===== config.mk =====
export PLATFORM = sky130hd
export DESIGN_NAME = flash_port_arb
export DESIGN_NICKNAME = d
export VERILOG_FILES = /design/src/rtl/flash_arb_pkg.sv /design/src/rtl/flash_rr_arb.sv /design/src/rtl/flash_port_arb.sv
export SDC_FILE = /design/constraint.sdc
export NUM_CORES = 1
export LEC_CHECK = 0
export CELL_PAD_IN_SITES_DETAIL_PLACEMENT = 0
export CELL_PAD_IN_SITES_GLOBAL_PLACEMENT = 2
export CORE_ASPECT_RATIO = 1.5
export CORE_UTILIZATION = 10
export CTS_CLUSTER_DIAMETER = 80
export CTS_CLUSTER_SIZE = 24
export DETAILED_ROUTE_END_ITERATION = 8
export PLACE_DENSITY = 0.95
export SETUP_SLACK_MARGIN = 0.05
export SYNTH_ARGS = -nofsm -noshare
export SYNTH_HDL_FRONTEND = slang
export SYNTH_SLANG_ARGS = --single-unit

===== constraint.sdc =====
create_clock -name clk_i -period 4.17 [get_ports clk_i]
set_clock_uncertainty 0.2 [all_clocks]
set_input_delay 0.834 -clock clk_i [delete_from_list [all_inputs] [get_ports clk_i]]
set_output_delay 0.834 -clock clk_i [all_outputs]
set_load 0.02 [all_outputs]

===== src/rtl/flash_arb_pkg.sv =====
// flash_arb_pkg: shared types and helpers for the flash port arbiter.
package flash_arb_pkg;

    typedef enum logic {
        PORT_IF = 1'b0,
        PORT_D  = 1'b1
    } port_e;

    // One outstanding response: who owns it, what kind, and whether it
    // is already known to be an error before the flash answers.
    typedef struct packed {
        logic  valid;
        port_e port;
        logic  is_write;
        logic  err;
    } rsp_tag_t;

    // Expands one byte-enable bit into the eight mask bits of that byte lane.
    function automatic logic [7:0] be_to_bitmask(input logic be);
        return {8{be}};
    endfunction

endpackage


===== src/rtl/flash_rr_arb.sv =====
// flash_rr_arb: two-input round-robin arbiter. On contention the port that
// was not granted most recently wins; the pointer only moves on a grant.
module flash_rr_arb (
    input  logic       clk_i,
    input  logic       rst_i,
    input  logic [1:0] req_i,
    output logic [1:0] gnt_o
);

    // ptr names the port that wins the next contention
    logic ptr_d;
    logic ptr_q;

    // Grant decision and pointer update; grants are held off during reset.
    always_comb begin
        gnt_o = 2'b00;
        if (!rst_i) begin
            if (req_i == 2'b11) begin
                gnt_o = ptr_q ? 2'b10 : 2'b01;
            end else begin
                gnt_o = req_i;
            end
        end
        ptr_d = ptr_q;
        if (gnt_o[0]) begin
            ptr_d = 1'b1;
        end else if (gnt_o[1]) begin
            ptr_d = 1'b0;
        end
    end

    // Priority pointer register; port 0 has priority after reset.
    always_ff @(posedge clk_i or posedge rst_i) begin
        if (rst_i) begin
            ptr_q <= 1'b0;
        end else begin
            ptr_q <= ptr_d;
        end
    end

endmodule


===== src/rtl/flash_port_arb.sv =====
// flash_port_arb: arbitrates the instruction-fetch port (0) and the
// load/store port (1) onto the single-port flash array, and routes the
// 1-cycle read responses back to their owner.
// Optional write-protect window: define FLASH_ARB_WP_EN.
module flash_port_arb
    import flash_arb_pkg::*;
#(
    parameter int Width = 32,
    parameter int Depth = 8192,
    parameter int AddrW = 32,
`ifdef FLASH_ARB_WP_EN
    parameter int WpWords = 1024,
`endif
    localparam int Aw = $clog2(Depth)
) (
    input  logic               clk_i,
    input  logic               rst_i,
    input  logic               if_req_i,
    input  logic [AddrW-1:0]   if_addr_i,
    output logic               if_gnt_o,
    output logic               if_rvalid_o,
    output logic [Width-1:0]   if_rdata_o,
    output logic               if_err_o,
    input  logic               d_req_i,
    input  logic               d_we_i,
    input  logic [Width/8-1:0] d_be_i,
    input  logic [AddrW-1:0]   d_addr_i,
    input  logic [Width-1:0]   d_wdata_i,
    output logic               d_gnt_o,
    output logic               d_rvalid_o,
    output logic [Width-1:0]   d_rdata_o,
    output logic               d_err_o,
    output logic               fl_cs_o,
    output logic               fl_we_o,
    output logic [Width-1:0]   fl_wmask_o,
    output logic [Width-1:0]   fl_wdata_o,
    output logic [Aw-1:0]      fl_addr_o,
    input  logic [Width-1:0]   fl_dout_i,
    input  logic               fl_dvalid_i
`ifdef FLASH_ARB_WP_EN
   ,input  logic               wp_lock_i,
    output logic               wp_viol_o
`endif
);

    logic [1:0]       req;
    logic [1:0]       gnt;
    logic             any_gnt;
    logic             sel_d;
    logic             sel_we;
    logic [AddrW-1:0] sel_addr;
    logic [Aw-1:0]    sel_waddr;
    logic             addr_err;
    logic             be_zero;
    logic             wp_err;
    logic             issue;
    logic [Width-1:0] be_mask;
    rsp_tag_t         tag_d;
    rsp_tag_t         tag_q;
    logic             rsp_err;
    logic [Width-1:0] rsp_data;

    assign req = {d_req_i, if_req_i};

    flash_rr_arb u_rr_arb (
        .clk_i (clk_i),
        .rst_i (rst_i),
        .req_i (req),
        .gnt_o (gnt)
    );

    assign if_gnt_o = gnt[0];
    assign d_gnt_o  = gnt[1];
    assign any_gnt  = |gnt;

    for (genvar gi = 0; gi < Width / 8; gi++) begin : g_mask
        assign be_mask[gi*8 +: 8] = be_to_bitmask(d_be_i[gi]);
    end

    // Select the granted port's request and classify it.
    always_comb begin
        sel_d     = gnt[1];
        sel_addr  = sel_d ? d_addr_i : if_addr_i;
        sel_we    = sel_d & d_we_i;
        sel_waddr = sel_addr[Aw+1:2];
        addr_err  = (sel_addr[1:0] != 2'b00) | (sel_addr[AddrW-1:Aw+2] != '0);
        be_zero   = sel_we & (d_be_i == '0);
    end

`ifdef FLASH_ARB_WP_EN
    localparam logic [Aw:0] WpLimit = (Aw+1)'(WpWords);

    logic wp_viol_d;
    logic wp_viol_q;

    assign wp_err = sel_we & wp_lock_i & ~addr_err & ({1'b0, sel_waddr} < WpLimit);

    // Sticky flag for any write blocked by the protect window.
    always_comb begin
        wp_viol_d = wp_viol_q | (any_gnt & wp_err);
    end

    // Violation flag register; only reset clears it.
    always_ff @(posedge clk_i or posedge rst_i) begin
        if (rst_i) begin
            wp_viol_q <= 1'b0;
        end else begin
            wp_viol_q <= wp_viol_d;
        end
    end

    assign wp_viol_o = wp_viol_q;
`else
    assign wp_err = 1'b0;
`endif

    // Error and empty-mask requests are acknowledged without touching flash.
    assign issue = any_gnt & ~addr_err & ~be_zero & ~wp_err;

    // Drive the flash macro from the granted port; quiet when not issuing.
    always_comb begin
        fl_cs_o    = issue;
        fl_we_o    = issue & sel_we;
        fl_addr_o  = issue ? sel_waddr : '0;
        fl_wmask_o = (issue & sel_we) ? be_mask : '0;
        fl_wdata_o = (issue & sel_we) ? d_wdata_i : '0;
    end

    // Build the response tag for the access granted this cycle.
    always_comb begin
        tag_d = '0;
        if (any_gnt) begin
            tag_d.valid    = 1'b1;
            tag_d.port     = sel_d ? PORT_D : PORT_IF;
            tag_d.is_write = sel_we;
            tag_d.err      = addr_err | wp_err;
        end
    end

    // One-deep response tag; a new grant overwrites it as the old one retires.
    always_ff @(posedge clk_i or posedge rst_i) begin
        if (rst_i) begin
            tag_q <= '0;
        end else begin
            tag_q <= tag_d;
        end
    end

    // Route the response; a read the flash did not strobe becomes an error.
    always_comb begin
        rsp_err     = tag_q.err | (~tag_q.is_write & ~fl_dvalid_i);
        rsp_data    = (tag_q.is_write | rsp_err) ? '0 : fl_dout_i;
        if_rvalid_o = tag_q.valid & (tag_q.port == PORT_IF);
        d_rvalid_o  = tag_q.valid & (tag_q.port == PORT_D);
        if_rdata_o  = if_rvalid_o ? rsp_data : '0;
        d_rdata_o   = d_rvalid_o ? rsp_data : '0;
        if_err_o    = if_rvalid_o & rsp_err;
        d_err_o     = d_rvalid_o & rsp_err;
    end

endmodule


==> key figures <==
Timing
  • Setup TNS: 0 ns
  • Final critical-path required period: just over 4 ns
  • Max Clock Freq: roughly 250 MHz
  • Count of endpoints failing setup in the final report: 0
  • Least-Margin Pin Slew: between 0.4 and 0.5 ns
  • Setup repair after global routing missed its margin: true
  • Worst-case headroom to the max-slew limit: around 68%
  • Final number of hold-violating endpoints: 0
  • Number of pins exceeding their max-slew limit in the final report: 0
  • Minimum setup slack in the final design: between 0.1 and 0.15 ns
  • Final period util: about 97%

Floorplan
  • Initial cell density of the core: between 10% and 20%
  • Die Span Y: between 150 and 200 µm
  • Number of top-level pins: ~290
  • Floorplan die width: around 110 µm
  • # rows: 58
  • Core Box Area: roughly 17,000 µm²
  • Total die area: 17,830 µm²

Min path
  • Worst hold path startpoint: u_rr_arb.ptr_q$_DFFE_PP0P_
  • Class of the tightest hold or removal check: flop to flop

Routing
  • Overall via count from detail_route: around 3,000
  • Total Wirelength: about 10,000 µm
  • DR iter-0 viols: around 130
  • DRC viols: 0
  • Count of nets left with antenna violations after detail routing: 0
  • Routed length per instance: about 14 µm
  • Detailed-route vias per instance: 4.021
  • Number of detailed-routing iterations run before antenna repair: 4

Clock network
  • TritonCTS buffer count: 3
  • Number of post-CTS setup repair buffers: 0
  • Clock Root Buffer: clkbuf_16
  • CTS Sinks: 5
  • Clock transition at the registers of the reported paths: roughly 0.03 ns
  • Gates resized, CTS repair: a little over 90
  • Later-pin clock latency in the skew report: 0.23 ns
  • Clock tree from TritonCTS: built
  • CTS hold repair buffers: 0
  • Worst-case clock buffer depth: 2
  • Deepest level of the CTS H-tree: 1

Logic synthesis
  • Number of different library cells in the post-synthesis netlist: 28
  • Library cell with the highest instance count after synthesis: and2_1
  • Biggest area contributors in the synthesized netlist: and2_1 23%, buf_4 12%, nand4_1 12%, a21oi_1 9.6%, dfrtp_1 7.2%
  • Count of synthesis-stage warnings from yosys: 0
  • Average cell area after synthesis: 6.089 µm²
  • Top cell types by occurrence after synthesis: 64 x and2_1, 33 x a21oi_1, 33 x nand2_1, 33 x nand4_1, 28 x buf_4
  • Cell area after technology mapping: about 1700 µm²
  • Count of flip-flops with a built-in enable after synthesis: 0
  • Net count after synthesis: ~420
  • Cell count after synthesis: between 200 and 300
  • Share of flip-flops with an asynchronous set or reset after synthesis: 100.0%
  • Leading register cell type out of synthesis: dfrtp_1
  • Seq/Total Area, Yosys: roughly 7.2%
  • Biggest area consumer among synthesized cells: and2_1
  • Synth top area share: approximately 23%
  • Number of flip-flops and latches in the synthesized netlist: 5

Placed design
  • Final weighted congestion of routability-driven global placement: between 0.7 and 0.8
  • Pre-CTS worst setup slack: -0.4042 ns
  • Placed inst area: around 4800 µm²
  • HPWL after DPL: 8737 µm
  • Port Buf Inserts: roughly 290

Worst setup path
  • CP Data Arrival Time: ~3.0 ns
  • Worst stage delay on the critical path: between 0.5 and 0.6 ns
  • Critical path startpoint category: primary input
  • Maximum fanout along the worst path: 18
  • Launching element of the worst setup path: d_req_i
  • Kind of cell adding the most delay to the critical path: buffers and inverters
  • Worst path required time: ~3.1 ns
  • Series of cell instances along the critical path: clkdlybuf4s50_1 -> nor2b_4 -> nand2_2 -> or4_4 -> buf_8 -> nor3_1 -> buf_4 -> dlygate4sd2_1
  • Crit path buf inv count: 4
  • Slowest stage cell on the critical path: or4_4
  • RR Startpoint: u_rr_arb.ptr_q$_DFFE_PP0P_
  • Critical Path End Type: primary output
  • Crit path kind: primary input to primary output

Power
  • Maximum vdd drop: about 130 µV
  • Static power due to leakage: approximately 0.0019 µW
  • Power density over cell area: 103.6 nW/µm²

Layout
  • Area Overhead vs Synth: 164.3%
  • Final design area excluding fillers: ~4600 µm²
  • Antenna fix cells: 0
  • Proportion of layout cells with a drive suffix above 1: a little under a fifth
  • Multi-input gate area in the final layout: between 1000 and 1500 µm²
  • Final layout net count: between 600 and 700
  • Number of filler instances in the final layout: approximately 1,900
  • Area occupied by registers: 125.1 µm²

Global routing
  • Initial antenna violation count: 0
  • Number of global-route vias before repair: between 2,000 and 3,000
  • Wire length of the first global-routing pass: about 15,000 µm
  • GRT Residual Overflow: 0
  • Pin count of the biggest net entering global routing: 36
  • Global router's overall resource usage: 10.92%

Outcome
  • Result of the run: finished, final reports clean

Job
  • Max-cap violations: 0
final cells by class:
type                       instances  area share [%]
inverter                          11          0.9036
clock buffer                       4           1.725
sequential                         5           2.738
tap                              210           5.750
timing repair buffer             311           61.58
multi-input combinational        211           27.30
where the power goes:
| part | internal [µW] | total (µW) | switching [µW] | leakage, µW |
|---|---|---|---|---|
| registers | 52.3 | 54.9 | 2.56 | 0.0000635 |
| clock network | 127 | 161 | 34.2 | 0.0000382 |
| logic | 163 | 258 | 94.2 | 0.00178 |
state kept, by name (all words and copies together) (netlist names):
name / cells
tag_q: 4
u_rr_arb.ptr_q: 1
cell families (layout without fill, tap and decap cells):
| group | count (synthesis) | after routing | share of synthesized area [%] |
|---|---|---|---|
| buf+inv | 68 | 326 | 21.71 |
| compound gates | 49 | 49 | 17.66 |
| simple gates | 162 | 162 | 53.40 |
| flops | 5 | 5 | 7.236 |
per-stage QoR:
step,power [µW],utilization (%),std cells,hold slack (ns)
final,473.6,27.14,752,0.3873
after global routing,502.1,27.14,752,0.4354
after CTS,478.4,28.40,752,0.3927
after detailed placement,314.2,28.49,748,0.3692
after global placement,313.9,28.49,748,0.3544
after floorplan,123.5,-,284,0.3216
tightest hold or removal path: cells and delay by family, from the launching register on:
family          cells  cell delay [ns]
flops               1             0.40
compound gates      1             0.07
buf+inv             1             0.06
path summary, 6_finish.rpt:
| check | cells past startpoint | slack, ns | endpoint |
|---|---|---|---|
| min | 2 | 0.39 | u_rr_arb.ptr_q$_DFFE_PP0P_ |
| max | 8 | 0.14 | fl_wmask_o[29] |
| min reg2reg | 2 | 0.39 | u_rr_arb.ptr_q$_DFFE_PP0P_ |
| max in group asynchronous | 3 | 2.71 | u_rr_arb.ptr_q$_DFFE_PP0P_ |
| min in group asynchronous | 3 | 0.86 | tag_q[3]$_DFF_PP0_ |
| max reg2reg | 6 | 2.17 | tag_q[0]$_DFF_PP0_ |
routing by layer:
| layer | track usage, % | wire length [µm] | vias up |
|---|---|---|---|
| li1 | - | - | 1484 |
| met1 | 11.08 | 3604 | 1316 |
| met2 | 22.33 | 5613 | 216 |
| met3 | 2.554 | 1200 | 8 |
| met4 | 1.273 | 74 | 0 |
| met5 | 0 | 0 | - |
layout by cell type (no fill, tap or decap):
cell type / Yosys / final
clkdlybuf4s50_1: 0 / 206
and2_1: 64 / 64
clkbuf_2: 0 / 58
nand2_1: 33 / 33
nand4_1: 33 / 33
a21oi_1: 33 / 33
buf_4: 28 / 18
dlygate4sd2_1: 0 / 15
a221oi_1: 12 / 12
inv_1: 10 / 10
nor2_1: 9 / 8
buf_12: 0 / 7
nor4_1: 8 / 6
dfrtp_1: 5 / 5
nor3_1: 4 / 4
buf_2: 6 / 4
clkbuf_16: 0 / 3
and3_1: 2 / 2
nor4_2: 0 / 2
or3_1: 2 / 2
or4_4: 1 / 2
clkdlybuf4s15_1: 0 / 2
nand2b_1: 1 / 1
nor2b_4: 1 / 1
nand2b_4: 1 / 1
nand3_1: 1 / 1
nor2_2: 0 / 1
nand2_2: 1 / 1
inv_2: 1 / 1
o21ai_1: 1 / 1
a211oi_1: 1 / 1
a221oi_2: 1 / 1
o21bai_1: 1 / 1
clkbuf_1: 22 / 1
buf_8: 0 / 1
Note: power is estimated with default switching activity, not from simulation.
==> patch 1 (config.mk and constraints unchanged) <==
Add a define of `FLASH_ARB_WP_EN`.
--- a/src/rtl/flash_port_arb.sv
+++ b/src/rtl/flash_port_arb.sv
@@ -4,2 +4,4 @@
 // Optional write-protect window: define FLASH_ARB_WP_EN.
+`define FLASH_ARB_WP_EN
+
 module flash_port_arb
Interface: changed (added wp_lock_i and wp_viol_o); port bits go from 287 to 289. The function was not compared with the original's and may differ.
==> patch 1 against the unedited design <==
  * Synthesized area decreased by 1.7%
  * Utilization increased by 1.7 points
  * Critical path depth unchanged
  * Total power increased by 1.7%
  * Sequential cell count increased by 1
  * Setup slack got worse by 23 ps
  * Design area increased by 5.3%
  * Sequential share of layout area increased by 0.38 points
  * Routed wire length increased by 3.8%
  * Combinational power increased by 2%
==> patch 1: results (changes against the unedited design) <==
[clock_tree]
cts_made_buffers = 3  ; unchanged
postCtsSetupBuffers = 0  ; unchanged
clkTransAtPathRegs_ps = 30  ; about the same
clock_path_buffers = 2  ; unchanged
clk_latency_ps = 230  ; about the same
htreeDepth = 1  ; unchanged

[pwr]
power_switching_mw = 0.131  ; about the same
ir_drop_v = 0.0000953  ; was 0.000134 V
leakage_nw = 2.12  ; was 1.88 nW

[synth]
netlist_instances = 244  ; was 284
yosysUniqueCellTypes = 28  ; unchanged
synth_common_cells = 65 x and2_1, 38 x and3_1, 35 x nand2_1, 28 x buf_4, 11 x clkbuf_1  ; was 64 x and2_1, 33 x a21oi_1, 33 x nand2_1, 33 x nand4_1, 28 x buf_4
async_reset_ff_share_pct = 100  ; unchanged
yosysWarnings = 0  ; unchanged
synth_xor_area_share_pct = 0  ; unchanged
synth_fa_ha_area_share_pct = 0  ; unchanged
ys_seq_area_share_pct = 8.83  ; was 7.24%
synthTopCellsByArea = and2_1 24%, and3_1 14%, buf_4 12%  ; was and2_1 23%, buf_4 12%, nand4_1 12%
synth_compound_area_share_pct = 16.0  ; was 17.7%
synth_top_family_by_area = simple AND/OR/NAND/NOR gates  ; unchanged
syn_nets = 383  ; was 422
synthMuxAreaShare_pct = 0  ; unchanged
synth_flop_cell = dfrtp_1  ; unchanged

[worst_hold_path]
hp-class = flop to flop  ; unchanged

[place]
dp_hpwl_mm = 9.68  ; was 8.74 mm
gp_congestion = 0.753  ; was 0.729
post-place-cells = 726  ; was 748
portBuffers = 288  ; was 286
placed_cell_area_um2 = 4820  ; was 4800 um2

[detailed_routing]
drt_first_pass_iters = 4  ; unchanged
routedWlPerCell_um = 14.9  ; was 14.0 um
drtIter0Drc = 81  ; was 125
routed_via_density = 3.92  ; was 4.02
routed_wl_mm = 10.9  ; was 10.5 mm

[layout]
final_nets = 660  ; was 681
n_antenna_cell = 0  ; unchanged
drive_gt1_share_pct = 26.0  ; was 18.6%
largest_register_ffs = 4  ; unchanged
fillers = 1857  ; was 1873
regMostFlops = tag_q  ; unchanged

[critical_path]
ff2ff_path_depth = 7  ; was 6
cp.arrival_ps = 3020  ; was 3000 ps
setup.worst_path.start = d_addr_i[17]  ; was d_req_i
r2r_setup_slack_ps = 1960  ; was 2170 ps
reg2reg_to = tag_q[0]  ; unchanged
r2r-start = u_rr_arb.ptr_q  ; unchanged
crit_fanout = 9  ; was 18
critPathCapture = fl_cs_o  ; was fl_wmask_o[29]

[floorplanning]
dieArea_um2 = 17500  ; was 17800 um2

[status]
status = complete, no violations  ; unchanged

[global_route]
grt_pass1_vias = 2937  ; was 2940
grt.total_usage_pct = 11.5  ; was 10.9%
grt_pass1_wl_mm = 15.3  ; was 15.0 mm
grt_max_degree = 33  ; was 36
antenna_found_initial = 0  ; unchanged

[timing]
relSlewSlack_pct = 77.9  ; was 68.1%

patch 1: through the flow:
step           hold slack [ps]  util (%)  worst slack, ps
2_1_floorplan              273         -             52.8
3_3_place_gp               271      28.9             -481
3_5_place_dp               265      28.9             -488
4_1_cts                    280      28.8             43.0
5_1_grt                    308      28.8             31.3
6_report                   280      28.8              114
patch 1: logic make-up after synthesis:
logic type,Yosys count
and+or+nand+nor,166
buffers and inverters,53
AOI/OAI and AO/OA,19
DFF,6
patch 1: power by group through the flow:
stage                     registers (mW)  logic [mW]  clock network [mW]
after CTS                         0.0644       0.259               0.158
after detailed placement          0.0649       0.258                   0
after global placement            0.0647       0.254                   0
after global routing              0.0648       0.281               0.163
after floorplan                   0.0643      0.0649                   0
final                             0.0644       0.263               0.155
patch 1: worst min-delay path by stage:
stage,start,slack (ps),to,cells after the start
detailed placement,wp_viol_o,260,wp_viol_o,1
CTS,wp_viol_o,280,wp_viol_o,1
finish,wp_viol_o,280,wp_viol_o,1
global route,wp_viol_o,310,wp_viol_o,1
global placement,wp_viol_o,270,wp_viol_o,1
floorplan,u_rr_arb.ptr_q,270,u_rr_arb.ptr_q,1
patch 1: routing by layer:
metal	global-route usage, %	vias to the layer above	share of wire [%]
met4	2.09	0	1.0
met1	8.90	1253	28
met3	3.85	9	14
li1	-	1353	-
met2	25.7	242	57
met5	0	-	0
patch 1: what timing repair did:
item | CTS | global route
pin swaps | 2 | 7
gates resized for setup | 273 | 47
endpoints found under the hold margin | 0 | 0
setup endpoints to repair | 78 | 78
patch 1: final cells by class:
class	instances	area, um2	share of cell area (%)
clock buffer	3	75.1	1.56
inverter	8	30.0	0.624
multi-input combinational	185	1370	28.4
sequential	6	150	3.12
tap	210	263	5.46
timing repair buffer	317	2930	60.8
patch 1: critical path, cell delays in order:
cell and delay, ps:
clkdlybuf4s50_1 400, nor4_1 270, nand2_1 90, or4_4 570, a21o_4 280, buf_12 160
nor3_1 130, clkdlybuf4s15_2 280
==> patch 2 (config.mk and constraints unchanged) <==
Made on the original files. Register the output `if_err_o`, with the module's reset; this adds one clock of latency there. The other outputs are not delayed to match.
--- a/src/rtl/flash_port_arb.sv
+++ b/src/rtl/flash_port_arb.sv
@@ -44,2 +44,4 @@
 );
+
+    logic if_err_d;
 
@@ -156,4 +158,12 @@
         d_rdata_o   = d_rvalid_o ? rsp_data : '0;
-        if_err_o    = if_rvalid_o & rsp_err;
+        if_err_d    = if_rvalid_o & rsp_err;
         d_err_o     = d_rvalid_o & rsp_err;
+    end
+
+    always_ff @(posedge clk_i or posedge rst_i) begin
+        if (rst_i) begin
+            if_err_o <= '0;
+        end else begin
+            if_err_o <= if_err_d;
+        end
     end
Behaviour: not the same (Yosys sat finds a counterexample within 4 cycles, from zero or initial values and one cycle with rst_i high).
==> patch 2 against the unedited design <==
  * Global-route usage rose by 0.28 points
  * Critical path depth did not move
  * Total power grew 1.1%
  * Setup slack lost 38 ps
  * Design area is 7.4% higher
  * Maximum frequency is 0.92% lower
  * First-iteration DRC count stayed put
  * Routed wire length up 6.5%
  * Sequential share of layout area is 0.32 points higher
  * Synthesized area grew 1.4%
  * Worst hold slack lost 56 ps
  * Sequential cell count rose by 1
==> patch 2: results (changes against the unedited design) <==
[worst_hold_path]
holdPathEnd = if_err_o  ; was u_rr_arb.ptr_q
hp-class = flop to flop  ; unchanged
hold_depth = 2  ; unchanged
min-delay-start = tag_q[0]  ; was u_rr_arb.ptr_q

[clock_tree]
clkTransAtPathRegs_ps = 30  ; about the same
clk_latency_ps = 220

[place]
gp_congestion = 0.734  ; was 0.729
placed_cell_area_um2 = 4840  ; was 4800 um2
post-place-cells = 757  ; was 748
dp_hpwl_mm = 8.76  ; was 8.74 mm
place_ws_ps = -400  ; was -404 ps

[global_route]
grt_pass1_wl_mm = 15.0  ; unchanged
grtUsageMet3_pct = 2.22  ; was 2.55%
grt_overflow = 0  ; unchanged
grtUsageMet2_pct = 23.6  ; was 22.3%
met1_usage_pct = 10.6  ; was 11.1%
grt_pass1_vias = 2842  ; was 2940
antenna_found_initial = 0  ; unchanged
grt_max_degree = 33  ; was 36
grt.total_usage_pct = 11.2  ; was 10.9%

[detailed_routing]
routed_via_density = 4.04  ; was 4.02
drt-met1-wl_mm = 3.68  ; was 3.60 mm
met2_wirelength_mm = 6.10  ; was 5.61 mm
wl_met3_mm = 1.25  ; was 1.20 mm
routed_wl_mm = 11.2  ; was 10.5 mm

[synth]
syn_nets = 423  ; was 422
ys_seq_area_share_pct = 8.56  ; was 7.24%
synthTopCellsByArea = and2_1 23%, buf_4 12%, nand4_1 12%  ; unchanged
avgSynthCellArea_um2 = 6.16  ; was 6.09 um2
synth_flop_cell = dfrtp_1  ; unchanged

[critical_path]
ff2ff_path_depth = 8  ; was 6
slowest_delay_ps = 640  ; was 560 ps
r2r_setup_slack_ps = 1880  ; was 2170 ps
cp.arrival_ps = 3040  ; was 3000 ps
crit_fanout = 11  ; was 18
r2r-start = u_rr_arb.ptr_q  ; unchanged

[layout]
drive_gt1_share_pct = 23.3  ; was 18.6%
final_nets = 693  ; was 681
fillers = 1867  ; was 1873
stdcell_count = 766  ; was 752
top_regs = tag_q (4), if_err_o (1), u_rr_arb.ptr_q (1)  ; was tag_q (4), u_rr_arb.ptr_q (1)

[timing]
worst_pin_slew_ps = 285  ; was 475 ps
hold-worst-slack_ps = 331  ; was 387 ps

[pwr]
ir_drop_v = 0.0000850  ; was 0.000134 V
leakage_nw = 1.88  ; about the same

[status]
status = complete, no violations  ; unchanged

[patch 2: cell types whose count changed after synthesis]
cell / before / now
dfrtp_1: 5 / 6
[patch 2: power breakdown]
part           switching (mW)  internal, mW  leakage (nW)
logic                  0.0961         0.167          1.77
registers             0.00252        0.0628        0.0766
clock network          0.0278         0.123        0.0370
[patch 2: timing repair]
action | CTS | global route
gates cloned | 2 | 1
pin swaps | 3 | 3
buffers inserted | 2 | 1
gates resized for setup | 261 | 29
hold endpoints to repair | 0 | 0
endpoints found under the setup margin | 79 | 76
[patch 2: cell type report]
class | instances | area, um2 | area share (%)
flip-flops and latches | 6 | 150 | 3.06
inverters | 11 | 41.3 | 0.841
well taps | 213 | 267 | 5.43
clock buffers | 3 | 75.1 | 1.53
repair buffers | 320 | 3090 | 62.9
multi-input cells | 213 | 1290 | 26.3
[patch 2: cells by family after synthesis]
group | after synthesis | share of synthesized area (%)
AOI/OAI and AO/OA | 49 | 17.4
buffers and inverters | 68 | 21.4
DFF | 6 | 8.56
and+or+nand+nor | 162 | 52.6
[patch 2: worst register-to-register path, stage by stage, from the launching register on]
cell and delay [ps]:
dfrtp_1 400, nand2b_4 160, nand2_2 120, buf_4 140, inv_2 50, or4_4 640
buf_4 190, buf_4 120, and3_1 170
[patch 2: worst max path at each step]
stage                           to  slack (ps)  cells past startpoint           from
floorplan           fl_wmask_o[10]          80                      6   d_addr_i[29]
global placement    fl_wdata_o[18]        -380                      6  if_addr_i[30]
detailed placement  fl_wdata_o[18]        -400                      9       if_req_i
CTS                  fl_wmask_o[2]          30                      9    d_addr_i[0]
global route         fl_wdata_o[7]         -20                      8  if_addr_i[25]
finish                fl_addr_o[5]         100                      8       if_req_i
